[config.mk]
export PLATFORM = sky130hd
export DESIGN_NAME = hour_setter_12to24
export DESIGN_NICKNAME = d
export VERILOG_FILES = /design/src/rtl/hour_setter_12to24.sv
export SDC_FILE = /design/constraint.sdc
export NUM_CORES = 1
export LEC_CHECK = 0
export CORE_UTILIZATION = 50
export DETAILED_ROUTE_END_ITERATION = 10
export MAX_ROUTING_LAYER = met4
export PLACE_DENSITY = 0.75
export SYNTH_ARGS = -nofsm -noshare
export SYNTH_HDL_FRONTEND = slang
export SYNTH_SLANG_ARGS = --single-unit
[constraint.sdc]
create_clock -name clk -period 2.7 [get_ports clk]
set_input_delay 0.27 -clock clk [delete_from_list [all_inputs] [get_ports clk]]
set_output_delay 0.27 -clock clk [all_outputs]
set_load 0.02 [all_outputs]
[src/rtl/hour_setter_12to24.sv]
// Hour register for the clock: advances on minute carry while running and is
// edited with buttons in 12h or 24h view while set_en is held.
module hour_setter_12to24 #(
    parameter int HW = 7
) (
    input  logic          clk,
    input  logic          rst_n,
    input  logic          mode,
    input  logic          set_en,
    input  logic          btn_inc,
    input  logic          btn_dec,
    input  logic          btn_ampm,
    input  logic          carry_in,
    output logic [HW-1:0] hour24,
    output logic [HW-1:0] disp_hour,
    output logic          pm,
    output logic          day_carry,
    output logic          setting
);

    typedef enum logic {
        ST_RUN = 1'b0,
        ST_SET = 1'b1
    } state_t;

    localparam logic [HW-1:0] H0  = HW'(0);
    localparam logic [HW-1:0] H1  = HW'(1);
    localparam logic [HW-1:0] H11 = HW'(11);
    localparam logic [HW-1:0] H12 = HW'(12);
    localparam logic [HW-1:0] H23 = HW'(23);

    localparam int B_INC  = 0;
    localparam int B_DEC  = 1;
    localparam int B_AMPM = 2;

    state_t        state_q;
    logic [HW-1:0] hour_q;
    logic [HW-1:0] hour_d;
    logic          day_carry_q;
    logic          day_carry_d;
    logic          setting_q;
    logic [2:0]    btn_lvl;
    logic [2:0]    btn_prev_q;
    logic [2:0]    btn_ev;

    assign btn_lvl = {btn_ampm, btn_dec, btn_inc};

    generate
        for (genvar gi = 0; gi < 3; gi++) begin : g_edge
            assign btn_ev[gi] = btn_lvl[gi] & ~btn_prev_q[gi];
        end
    endgenerate

    // Only one edit per cycle: AM/PM beats increment, which beats decrement.
    always_comb begin
        hour_d      = hour_q;
        day_carry_d = 1'b0;
        if (state_q == ST_SET) begin
            if (btn_ev[B_AMPM]) begin
                hour_d = (hour_q >= H12) ? (hour_q - H12) : (hour_q + H12);
            end else if (btn_ev[B_INC]) begin
                if (mode) begin
                    if (hour_q == H11)      hour_d = H0;
                    else if (hour_q == H23) hour_d = H12;
                    else                    hour_d = hour_q + H1;
                end else begin
                    hour_d = (hour_q == H23) ? H0 : (hour_q + H1);
                end
            end else if (btn_ev[B_DEC]) begin
                if (mode) begin
                    if (hour_q == H0)       hour_d = H11;
                    else if (hour_q == H12) hour_d = H23;
                    else                    hour_d = hour_q - H1;
                end else begin
                    hour_d = (hour_q == H0) ? H23 : (hour_q - H1);
                end
            end
        end else if (carry_in) begin
            if (hour_q == H23) begin
                hour_d      = H0;
                day_carry_d = 1'b1;
            end else begin
                hour_d = hour_q + H1;
            end
        end
    end

    always_ff @(posedge clk or negedge rst_n) begin
        if (!rst_n) begin
            state_q     <= ST_RUN;
            setting_q   <= 1'b0;
            hour_q      <= H0;
            day_carry_q <= 1'b0;
            btn_prev_q  <= 3'b000;
        end else begin
            state_q     <= set_en ? ST_SET : ST_RUN;
            setting_q   <= set_en;
            hour_q      <= hour_d;
            day_carry_q <= day_carry_d;
            btn_prev_q  <= btn_lvl;
        end
    end

    // 12h view maps midnight to 12 and folds afternoon hours down by 12.
    always_comb begin
        disp_hour = hour_q;
        if (mode) begin
            if (hour_q == H0)      disp_hour = H12;
            else if (hour_q > H12) disp_hour = hour_q - H12;
        end
    end

    assign hour24    = hour_q;
    assign pm        = (hour_q >= H12);
    assign day_carry = day_carry_q;
    assign setting   = setting_q;

endmodule

==> summary.md <==
| Metric | Value |
|---|---|
| Status | `complete, no violations` |
| Final worst path period share | `0.953` |
| Synth cell types | `48` |
| Final ANT Viol Nets | `0` |
| Final setup violation count | `0` |
| Placed cell count | `215` |
| Hold crit path type | `in -> async` |
| Worst-path clk slew | `70 ps` |
| PwrDens | `1170 mW/mm2` |
| Area Overhead vs Synth | `29.4%` |
| Vias per Instance | `6.44` |
| Vias | `1410` |
| Synth Instances | `161` |
| Post-synth EDFFs | `0` |
| Startpoint types | `flop` |
| Final Util | `0.713` |
| Pre-Repair DR Iteration Count | `4` |
| Syn Area/Cell | `7.93 um2` |
| Leak | `0.696 nW` |
| Die area | `0.00276 mm2` |
| Synth top area share | `0.235` |
| Post-Layout Cell Count | `219` |
| Fmax achieved | `389 MHz` |
| Area after DPL | `0.00160 mm2` |
| Clock skew | `2.75 ps` |
| Async S/R FF share, synth | `1.00` |
| Rows | `17` |
| Tmin final | `2570 ps` |
| Postcts setup bufs | `0` |
| CTS buffer count | `3` |
| GRT Overall Usage | `0.333` |
| Vias in the first global route | `1384` |
| Max-Cap Viols | `0` |
| Layout cells sized above 1 | `0.162` |
| Required @ worst endpoint | `2430 ps` |
| Htree depth | `1` |
| Filler instances | `197` |
| Largest net degree at the start of global routing | `20` |
| CTS root buf | `clkbuf_4` |
| #FFs+latches synth | `12` |
| Total Wirelength | `4000 um` |
| Pin slew with the least headroom to its limit | `590 ps` |
| Max-slew headroom | `0.601` |
| Initial Util | `0.551` |
| DP HPWL | `3010 um` |
| Ports | `25` |
| N_diodes | `0` |
| Nets@finish | `207` |
| First-pass GRT wire length | `6460 um` |
| Clock buffer depth | `2` |
| Ys flop type | `dfrtp_1` |
| Critical Path Sink Type | `output port` |
| Setup total negative slack | `0 ps` |
| WS Path Type | `reg -> out` |
| Routed len/inst | `18.2 um` |
| CTS tree | `yes` |
| Synth Warn # | `0` |
| Grt ovf | `0` |
| CTS sink count | `12` |
| Net Count, Synth | `176` |
| Final hold viol count | `0` |
| Max-slew violations | `0` |
| Core area | `0.00232 mm2` |
| Seq/Total Area, Yosys | `0.235` |
| Synth Cell Area | `0.00128 mm2` |
| Die width | `52.5 um` |
| Drt drc | `0` |
| 1st-iter DRT viols | `84` |
| RSZ-0062 raised after global routing | `false` |
| Clk_lat worst skew | `270 ps` |
| Finished Cell Area | `0.00165 mm2` |
| Worst Path Max Fanout | `8` |
| GP Congestion | `1.10` |
| Port-buffer cells | `24` |
| Peak supply drop | `0.969 mV` |
| Antenna violations before repair | `0` |
| WP data arrival | `2300 ps` |
| Post-synth top area cell | `dfrtp_1` |
| Synth area leaders | `dfrtp_1 (24%), ha_1 (6.9%), o21ai_0 (4.7%)` |
| Die H | `52.5 um` |
## what timing repair did
action,4_1_cts,5_1_grt
hold buffers,0,0
cloned,0,0
resized for setup,3,4
endpoints found under the setup margin,5,3
## routing by layer
| metal | GRT usage | vias up | wire (um) |
|---|---|---|---|
| li1 | - | 661 | - |
| met1 | 0.408 | 650 | 1620 |
| met2 | 0.536 | 86 | 1920 |
| met3 | 0.0783 | 13 | 366 |
| met4 | 0.114 | 0 | 93 |
| met5 | - | - | 0 |
## layout by cell type (no fill, tap or decap), drive strengths merged, types with 7 or more instances in the layout
cell	synthesis	final
nand2	12	12
ha	7	7
a21oi	10	10
o21ai	13	13
clkdlybuf4s50	0	23
buf	4	15
nor3	7	7
dfrtp	12	12
inv	8	8
## critical path, stage by stage (launching register included)
cell and delay [ps]:
dfrtp_2 480, inv_1 100, ha_1 240, nand2_1 90, or3_4 400, and2_1 180, clkdlybuf4s50_1 540
## power breakdown
group	leakage, nW	switching (mW)	internal (mW)	total [mW]
Sequential	0.144	0.0616	0.231	0.293
Combinational	0.532	0.835	0.666	1.50
Clock	0.0210	0.0594	0.0820	0.141
Total	0.696	0.956	0.979	1.94
## per-stage QoR
stage	power, mW	setup slack [ps]	hold slack, ps
after floorplan	1.19	407	-25.6
after global placement	1.72	239	563
after detailed placement	1.74	173	577
after CTS	1.91	78.1	360
after global routing	2.06	45.4	399
final	1.94	127	347
## sequential cells by signal (all words and copies together), names as in the netlist
| register | cells |
|---|---|
| setting | 1 |
| btn_prev_q | 3 |
| hour24 | 7 |
| day_carry | 1 |
## synth_stat cells, types with 3 or more instances
cell type / n
nand2_1: 12
a31oi_1: 6
xnor2_1: 6
nand3_1: 6
o211ai_1: 6
nor3_1: 7
clkbuf_1: 9
dfrtp_1: 12
nand2b_1: 5
o21ai_0: 12
or3_1: 4
nor2b_1: 3
ha_1: 7
inv_1: 8
a21oi_1: 10
nor2_1: 5
a21o_1: 4
## cell type report
class / instances / area (um2) / area share
Timing Repair Buffer: 39 / 355 / 0.215
Sequential cell: 12 / 302 / 0.182
Tap cell: 28 / 35.0 / 0.0212
Multi-Input combinational cell: 128 / 895 / 0.541
Clock buffer: 4 / 36.3 / 0.0220
Inverter: 8 / 30.0 / 0.0182
## kinds of logic after synthesis
| logic type | Yosys count | share of synthesized area |
|---|---|---|
| AO/OA/AOI/OAI | 61 | 0.344 |
| XOR/XNOR | 6 | 0.0411 |
| adder cells (fa/ha/maj) | 7 | 0.0686 |
| buffers and inverters | 21 | 0.0774 |
| flip-flops | 12 | 0.235 |
| multiplexers | 1 | 0.00784 |
| AND/OR/NAND/NOR | 53 | 0.226 |
## final timing paths
kind                            from           end  slack, ps  cells after the start
max                        hour24[3]  disp_hour[1]        130                      6
min                            rst_n     hour24[6]        350                      1
max reg2reg                hour24[2]     hour24[5]        420                      8
min reg2reg                hour24[1]     hour24[1]        640                      2
max in group asynchronous      rst_n     hour24[3]       1960                      1
min in group clk              set_en       setting        430                      1
No activity file was read; power rests on OpenSTA's default activity.
